[src/rtl/data_mem_ctrl_if.sv]
// Word-bus interface between data_mem_ctrl (master) and a data memory (slave).
// Latency: none, wires only. Backpressure: the slave stretches an access by delaying bus_ack.
// Ports: bus_req/bus_we/bus_addr/bus_be/bus_wdata from master; bus_rdata/bus_ack from slave.
interface data_mem_ctrl_if;
  logic        bus_req;
  logic        bus_we;
  logic [31:0] bus_addr;
  logic [3:0]  bus_be;
  logic [31:0] bus_wdata;
  logic [31:0] bus_rdata;
  logic        bus_ack;

  modport master (
    output bus_req, bus_we, bus_addr, bus_be, bus_wdata,
    input  bus_rdata, bus_ack
  );

  modport slave (
    input  bus_req, bus_we, bus_addr, bus_be, bus_wdata,
    output bus_rdata, bus_ack
  );
endinterface

[src/rtl/data_mem_ctrl.sv]
// Data memory controller: turns one MEM-stage load/store into one big-endian word-bus access.
// Latency: access in cycle 0, bus_req from cycle 1, ack in cycle k gives DONE in cycle k+1.
// Backpressure: stall holds the pipeline from the access cycle until the bus acks or times out.
// Ports: clk, reset (sync, active-high); cpu_* request side with cpu_rdata/stall/misalign/bus_err
//   status; bus is the master side of data_mem_ctrl_if.
module data_mem_ctrl #(
  parameter int unsigned TIMEOUT = 15
) (
  input  logic            clk,
  input  logic            reset,
  input  logic            cpu_rd,
  input  logic            cpu_wr,
  input  logic            cpu_sb,
  input  logic            cpu_sh,
  input  logic [31:0]     cpu_addr,
  input  logic [31:0]     cpu_wdata,
  output logic [31:0]     cpu_rdata,
  output logic            stall,
  output logic            misalign,
  output logic            bus_err,
  data_mem_ctrl_if.master bus
);

  // The counter only has to reach TIMEOUT-1.
  localparam int unsigned   CW   = (TIMEOUT > 1) ? $clog2(TIMEOUT) : 1;
  localparam logic [CW-1:0] LAST = CW'(TIMEOUT - 1);

  typedef enum logic [1:0] {IDLE, BUSY, DONE} state_e;

  state_e        state_q, state_d;
  logic [CW-1:0] count_q, count_d;
  logic          req_q, req_d;
  logic          we_q, we_d;
  logic [31:0]   addr_q, addr_d;
  logic [3:0]    be_q, be_d;
  logic [31:0]   wdata_q, wdata_d;
  logic [31:0]   rdata_q, rdata_d;
  logic          misalign_q, misalign_d;
  logic          err_q, err_d;

  logic          access;
  logic          bad;
  logic [3:0]    be_new;
  logic [31:0]   wdata_new;

  // Lane selection: offset 0 lives in bits [31:24]. Byte/halfword qualifiers only
  // matter for stores; sb beats sh when both are set.
  always_comb begin
    access    = cpu_rd | cpu_wr;
    bad       = cpu_wr & cpu_sh & cpu_addr[0];
    be_new    = 4'b1111;
    wdata_new = cpu_wdata;
    if (cpu_wr && cpu_sb) begin
      be_new    = 4'b1000 >> cpu_addr[1:0];
      wdata_new = {4{cpu_wdata[7:0]}};
    end else if (cpu_wr && cpu_sh) begin
      be_new    = cpu_addr[1] ? 4'b0011 : 4'b1100;
      wdata_new = {2{cpu_wdata[15:0]}};
    end
  end

  always_comb begin
    state_d    = state_q;
    count_d    = count_q;
    req_d      = req_q;
    we_d       = we_q;
    addr_d     = addr_q;
    be_d       = be_q;
    wdata_d    = wdata_q;
    rdata_d    = rdata_q;
    misalign_d = 1'b0;
    err_d      = 1'b0;
    stall      = 1'b0;

    case (state_q)
      IDLE: begin
        if (access && !bad) begin
          stall   = 1'b1;
          state_d = BUSY;
          req_d   = 1'b1;
          count_d = '0;
          we_d    = cpu_wr;
          addr_d  = {cpu_addr[31:2], 2'b00};
          be_d    = be_new;
          wdata_d = wdata_new;
        end else if (access && bad) begin
          misalign_d = 1'b1;
        end
      end
      BUSY: begin
        stall   = 1'b1;
        count_d = count_q + CW'(1);
        // An ack arriving in the timeout cycle still completes normally.
        if (bus.bus_ack) begin
          if (!we_q) rdata_d = bus.bus_rdata;
          req_d   = 1'b0;
          state_d = DONE;
        end else if (count_q == LAST) begin
          if (!we_q) rdata_d = 32'hFFFF_FFFF;
          req_d   = 1'b0;
          err_d   = 1'b1;
          state_d = DONE;
        end
      end
      DONE: begin
        // The finished access is still on cpu_* this cycle; do not re-issue it.
        state_d = IDLE;
      end
      default: begin
        state_d = IDLE;
      end
    endcase

    if (reset) stall = 1'b0;
  end

  always_ff @(posedge clk) begin
    if (reset) begin
      state_q    <= IDLE;
      count_q    <= '0;
      req_q      <= 1'b0;
      we_q       <= 1'b0;
      addr_q     <= '0;
      be_q       <= '0;
      wdata_q    <= '0;
      rdata_q    <= '0;
      misalign_q <= 1'b0;
      err_q      <= 1'b0;
    end else begin
      state_q    <= state_d;
      count_q    <= count_d;
      req_q      <= req_d;
      we_q       <= we_d;
      addr_q     <= addr_d;
      be_q       <= be_d;
      wdata_q    <= wdata_d;
      rdata_q    <= rdata_d;
      misalign_q <= misalign_d;
      err_q      <= err_d;
    end
  end

  assign cpu_rdata     = rdata_q;
  assign misalign      = misalign_q;
  assign bus_err       = err_q;
  assign bus.bus_req   = req_q;
  assign bus.bus_we    = we_q;
  assign bus.bus_addr  = addr_q;
  assign bus.bus_be    = be_q;
  assign bus.bus_wdata = wdata_q;

endmodule

[src/flat_wrapper.sv]
// flat-port wrapper written by rule: the top's interface ports become plain ports
module data_mem_ctrl_flat 
#(
  parameter int unsigned TIMEOUT = 15
)
  (clk, reset, cpu_rd, cpu_wr, cpu_sb, cpu_sh, cpu_addr, cpu_wdata, cpu_rdata, stall, misalign, bus_err, bus_bus_req, bus_bus_we, bus_bus_addr, bus_bus_be, bus_bus_wdata, bus_bus_rdata, bus_bus_ack);
  data_mem_ctrl_if bus_i ();
  input  logic clk;
  input  logic reset;
  input  logic cpu_rd;
  input  logic cpu_wr;
  input  logic cpu_sb;
  input  logic cpu_sh;
  input  logic [31:0] cpu_addr;
  input  logic [31:0] cpu_wdata;
  output logic [31:0] cpu_rdata;
  output logic stall;
  output logic misalign;
  output logic bus_err;
  output wire logic [$bits(bus_i.bus_req)-1:0] bus_bus_req;
  output wire logic [$bits(bus_i.bus_we)-1:0] bus_bus_we;
  output wire logic [$bits(bus_i.bus_addr)-1:0] bus_bus_addr;
  output wire logic [$bits(bus_i.bus_be)-1:0] bus_bus_be;
  output wire logic [$bits(bus_i.bus_wdata)-1:0] bus_bus_wdata;
  input wire logic [$bits(bus_i.bus_rdata)-1:0] bus_bus_rdata;
  input wire logic [$bits(bus_i.bus_ack)-1:0] bus_bus_ack;
  assign bus_bus_req = bus_i.bus_req;
  assign bus_bus_we = bus_i.bus_we;
  assign bus_bus_addr = bus_i.bus_addr;
  assign bus_bus_be = bus_i.bus_be;
  assign bus_bus_wdata = bus_i.bus_wdata;
  assign bus_i.bus_rdata = bus_bus_rdata;
  assign bus_i.bus_ack = bus_bus_ack;
  data_mem_ctrl #(.TIMEOUT(TIMEOUT)) u_core (.clk(clk), .reset(reset), .cpu_rd(cpu_rd), .cpu_wr(cpu_wr), .cpu_sb(cpu_sb), .cpu_sh(cpu_sh), .cpu_addr(cpu_addr), .cpu_wdata(cpu_wdata), .cpu_rdata(cpu_rdata), .stall(stall), .misalign(misalign), .bus_err(bus_err), .bus(bus_i));
endmodule
[config.mk]
export PLATFORM = sky130hd
export DESIGN_NAME = data_mem_ctrl_flat
export DESIGN_NICKNAME = d
export VERILOG_FILES = /design/src/rtl/data_mem_ctrl_if.sv /design/src/rtl/data_mem_ctrl.sv /design/src/flat_wrapper.sv
export SDC_FILE = /design/constraint.sdc
export NUM_CORES = 1
export LEC_CHECK = 0
export ABC_CLOCK_PERIOD_IN_PS = 2300
export CAP_MARGIN = 20
export CORE_MARGIN = 3
export CORE_UTILIZATION = 36
export DETAILED_ROUTE_END_ITERATION = 7
export PLACE_DENSITY = 0.73
export SYNTH_ARGS = -nofsm -noshare
export SYNTH_HDL_FRONTEND = slang
export SYNTH_SLANG_ARGS = --single-unit
export TNS_END_PERCENT = 1
[constraint.sdc]
create_clock -name clk -period 2.3 [get_ports clk]
set_input_delay 0.575 -clock clk [delete_from_list [all_inputs] [get_ports clk]]
set_output_delay 0.575 -clock clk [all_outputs]
set_load 0.03 [all_outputs]
* Word-level counts from Yosys, hierarchy flattened
Cells that the tools add are included.
** Word-level totals
- Register bits after elaboration :: 108
- Bits of input ports :: 103
- Output and inout port bits :: 105
- Word-level logic and storage cells :: 61
** Operators by class
- Add/sub/neg operators :: 1
- Eq/ne operators :: 4
- Shift-type cells :: 1
- Multiplexer cells :: 24
- Bitwise logic cells :: 6
- Reductions and logical operators :: 15
** Operators with widths (number)
- two-way mux 32 bit :: 6
- two-way mux 4 bit :: 4
- one-hot mux 4 bit (2 select lines) :: 1
- two-way mux 1 bit :: 7
- two-way mux 2 bit :: 3
- AND reduction 2 bit :: 3
- AND reduction 3 bit :: 2
- OR reduction 3 bit :: 2
- adder 4 x 1 -> 4 bit (second input constant) :: 1
- equality test 4 bit (second input constant) :: 1
- logical AND 1 bit :: 4
- one-hot mux 1 bit (2 select lines) :: 2
- one-hot mux 2 bit (2 select lines) :: 1
- nonzero test 2 bit :: 2
- >> shifter 4 x 2 -> 4 bit (first input constant) :: 1
- != test 3 x 2 -> 1 bit (second input constant) :: 1
- inverter 1 bit :: 3
- AND 1 bit :: 2
- equality test 2 x 1 -> 1 bit (second input constant) :: 1
- logical NOT 2 bit :: 1
- != test 2 x 1 -> 1 bit (second input constant) :: 1
- logical NOT 1 bit :: 1
- bitwise OR 1 bit :: 1

* Depth between registers and ports, before layout
Gate-level depths: netlist of the first run.
- Depth after elaboration :: 7
- Gate-level depth with buffers :: 7
- Depth with buffers taken out :: 5

* Least setup slack after synthesis of the first run
Ideal clock, no wire load.
- Path kind :: input to output
- Start :: in cpu_sh
- End :: out stall
- Arrival time :: 1.744 ns
- Data required time :: 1.725 ns
- Slack :: -0.019 ns
- Stages :: 6
- Cells stage by stage :: buf_2 and3_1 buf_2 nor3_1 buf_2 o21a_1
** Between the ends
- Longest elaborated chain between the ends :: 7
** Ends and longest elaborated chain
- start: declaration :: line flat_wrapper.sv:13 : input logic cpu_sh;
- AND 1 bit (2 in series) :: line data_mem_ctrl.sv:50 : bad = cpu_wr & cpu_sh & cpu_addr[0];
- logical NOT 1 bit :: line data_mem_ctrl.sv:77 : if (access && !bad) begin
- logical AND 1 bit :: line data_mem_ctrl.sv:77
- two-way mux 1 bit :: line data_mem_ctrl.sv:77
- one-hot mux 1 bit (2 select lines) :: line data_mem_ctrl.sv:75 : case (state_q)
- two-way mux 1 bit :: line data_mem_ctrl.sv:114 : if (reset) stall = 1'b0;
- end: declaration :: line flat_wrapper.sv:17 : output logic stall;
Every way passes these cells.

* Final worst setup path of the first run
- Start :: in cpu_addr[0]
- End :: out stall
** Between the ends
- Longest elaborated chain between the ends :: 6
** Ends and longest elaborated chain
- start: declaration :: line flat_wrapper.sv:14 : input logic [31:0] cpu_addr;
- AND 1 bit :: line data_mem_ctrl.sv:50
- logical NOT 1 bit :: line data_mem_ctrl.sv:77
- logical AND 1 bit :: line data_mem_ctrl.sv:77
- two-way mux 1 bit :: line data_mem_ctrl.sv:77
- one-hot mux 1 bit (2 select lines) :: line data_mem_ctrl.sv:75
- two-way mux 1 bit :: line data_mem_ctrl.sv:114
Every way passes these cells.

==> results.py, run 1 <==
metrics = {
    "cells_and_area": {
        "most-common-layout-cells": "202 x clkdlybuf4s50_1, 108 x dfxtp_1, 59 x a21oi_1, 40 x o31ai_1, 39 x nand4_1",
        "area.sequential_sq_um": 2160,
        "final_net_count": 839,
        "most_frequent_standard_cell_in_the_layout_excluding_fill_and_tap_cells": "clkdlybuf4s50_1",
        "post-route-util_pct": 57.1,
        "filler_cell_count": 1167,
        "multiInputGateArea_sq_um": 2160,
        "finish.instance_area_sq_um": 7260,
        "n_antenna_cell": 0,
        "post_route_cells_drive_above_1_share_pct": 9.49,
        "area_growth_pct": 53.6,
    },
    "sta": {
        "final_period_utilization_pct": 98.7,
        "max_slew_margin_pct": 51.3,
        "layout_min_cycle_time_ns": 2.27,
        "finalHoldViolCount": 0,
        "finalSetupTns_ns": 0,
        "finalClockSkew_ns": 0.00734,
        "fmax_ghz": 0.440,
        "final-setup-viol-count": 0,
        "worst-slew-pin-transition_ns": 0.731,
        "final_max_slew_viol_count": 0,
        "fin_worst_hold_slack_ns": 0.450,
    },
    "worst_setup_path": {
        "path_class": "in2out",
        "buffers_plus_inverters_on_the_worst_setup_path": 2,
        "critical-path-max-stage-delay_ns": 0.44,
        "crit_path_start_kind": "input port",
        "worst-endpoint-required_ns": 1.73,
        "cp_slowest_cell": "clkdlybuf4s50_1",
        "timing.critical_path.arrival_ns": 1.70,
        "worst-path-max-fanout": 2,
        "crit_path_end_kind": "output port",
        "cell_chain_of_the_critical_path": "clkdlybuf4s50_1 > and3_4 > nor3_4 > o21a_2 > buf_6",
        "cpLargestDelayFamily": "buffers and inverters",
    },
    "global_routing": {
        "grt_pass1_wl_um": 25300,
        "maximum_number_of_pins_on_one_net_before_global_route_repair": 69,
        "vias_in_the_first_global_route": 4833,
        "antenna_violations_before_repair": 1,
        "overflow": 0,
        "grtUsageTotal_pct": 21.6,
    },
    "logic_synthesis": {
        "synth_sequential_area_ratio_pct": 45.8,
        "post_synth_instance_area_sq_um": 4720,
        "postSynthCellCount": 553,
        "yosys_warnings": 0,
        "syn-mean-instance-area_sq_um": 8.54,
        "synth-seq-cells": 108,
        "synth_cell_types": 37,
    },
    "floorplanning": {
        "number_of_ports_placed_on_the_die_boundary": 208,
        "rows": 41,
        "die_y_um": 121,
        "die-width_um": 121,
        "floorplan.initialDensity_pct": 37.1,
        "die_outline_area_sq_um": 14500,
        "core_region_area_sq_um": 12700,
    },
    "clocking": {
        "cts-buffers-inserted": 9,
        "cts_hold_buf": 0,
        "clock_path_buffers": 2,
        "htree_levels": 3,
        "clkSinkCount": 108,
        "cts_tree": "done",
        "clock_latency_ns": 0.34,
        "path_clk_slew_ns": 0.07,
        "root_buffer": "clkbuf_16",
    },
    "routing": {
        "drt_first_iter_violations": 334,
        "remaining_drc_errors": 0,
        "average_routed_wire_per_standard_cell_um": 17.8,
        "dr_total_vias": 5003,
        "post_drt_via_cell_ratio": 5.50,
        "antenna_violating_nets_post_route": 0,
        "dr.pass1.iters": 5,
        "routed_wirelength_um": 16200,
    },
    "worst_hold_path": {
        "hold_path.class": "reg2reg",
    },
    "placed_design": {
        "placedInstanceArea_sq_um": 6950,
        "io_buffer_count": 205,
        "place_congestion": 0.896,
        "place_hpwl_um": 11700,
    },
    "power": {
        "p_per_area_nw_per_um2": 695,
        "vdd.ir_drop.worst_uv": 309,
        "cellLeakagePower_nw": 2.63,
        "power_mw": 5.05,
    },
    "outcome": {
        "outcome": "finished, final reports clean",
    },
    "job": {
        "count_of_maximum_capacitance_violations": 0,
    },
}
report_power, final:
part	leakage (nW)	switching, mW	total, mW	internal, mW
Sequential	0.888	0.0977	2.13	2.03
Combinational	1.60	0.818	1.45	0.634
Clock	0.133	0.679	1.46	0.785
Total	2.63	1.59	5.05	3.45
worst register-to-register path: cells and delay by family (launching register included):
family	cells	cell delay (ns)
buf+inv	1	0.29
flops	1	0.38
compound gates	2	0.62
simple gates	1	0.29
synthesized netlist by cell type:
master     number  area, sq um
a211oi_1        1         7.51
a21oi_1        59          295
a21oi_2        16          140
a311oi_1       21          184
a31oi_1        22          138
a41oi_1         1         8.76
and3_1          1         6.26
buf_1           1         3.75
buf_2          19         95.1
buf_4           3         22.5
buf_6           4         45.0
clkbuf_1       37          139
clkbuf_2        1         5.00
conb_1          1         3.75
dfxtp_1       108         2160
ha_1            2         25.0
inv_1          35          131
nand2_1        37          139
nand2b_1       13         81.3
nand3_1        13         65.1
nand3b_1        8         60.1
nand4_1        39          244
nand4bb_1       1         11.3
nor2_1          4         15.0
nor2b_1         2         12.5
nor3_1          2         10.0
nor4_1          2         12.5
o21a_1          5         37.5
o21ai_0        28          140
o21ai_1         6         30.0
o221ai_1        8         70.1
o22ai_1         8         50.1
o311ai_1        1         8.76
o31ai_1        40          300
or2_1           2         12.5
or2_2           1         6.26
or3_1           1         6.26
registers in the layout, summed over array words and instances, names as in the netlist:
| name | cells |
|---|---|
| u_core.bus.bus_wdata | 32 |
| u_core.cpu_rdata | 32 |
| u_core.bus.bus_addr | 30 |
| u_core.bus.bus_be | 4 |
| u_core.count_q | 4 |
| u_core.state_q | 2 |
| u_core.bus.bus_req | 1 |
| u_core.bus.bus_we | 1 |
| u_core.bus_err | 1 |
| u_core.misalign | 1 |
what timing repair did:
item,CTS,global route
buffers inserted,1,0
resized for setup,2,3
pin swaps,2,1
endpoints found under the setup margin,1,1
routing by layer:
layer  up-vias  GRT usage, %  routed length, um
li1       2399             -                  -
met1      2348          26.3               6640
met2       223          35.2               7650
met3        31          7.58               1570
met4         2          8.43                349
met5         -             0                 13
logic make-up after synthesis:
kind of cell    synth area share (%)
fa+ha+maj                      0.530
compound gates                  29.8
flops                           45.8
simple gates                    14.4
buf+inv                         9.35
other cells                   0.0794
per-stage QoR:
step	worst slack (ns)	std cells
global placement	0.00935	894
global route	-0.00292	910
detailed placement	-0.000772	894
finish	0.0295	910
floorplan	0.0511	554
CTS	0.00742	910
final timing paths:
kind,cells after the start,end,start,slack [ns]
worst min-delay path,2,u_core.cpu_rdata[13],u_core.cpu_rdata[13],0.45
worst max register to register,4,u_core.count_q[3],u_core.state_q[0],0.58
worst max-delay path,5,stall,cpu_addr[0],0.03
worst min register to register,2,u_core.cpu_rdata[13],u_core.cpu_rdata[13],0.45
cell type report:
type,count,share of cell area (%)
Clock buffer,11,3.48
Clock inverter,4,0.345
Inverter,35,1.81
Multi-Input combinational cell,346,29.8
Sequential cell,108,29.8
Tap cell,172,2.97
Timing Repair Buffer,234,31.8
Note: power is estimated with default switching activity, not from simulation.
==> run 2, diff against run 1 <==
HOLD_SLACK_MARGIN = 0.02   (was unset)
==> results of run 2 <==
The final DEF is identical to that of run 1; final timing and power are the same.
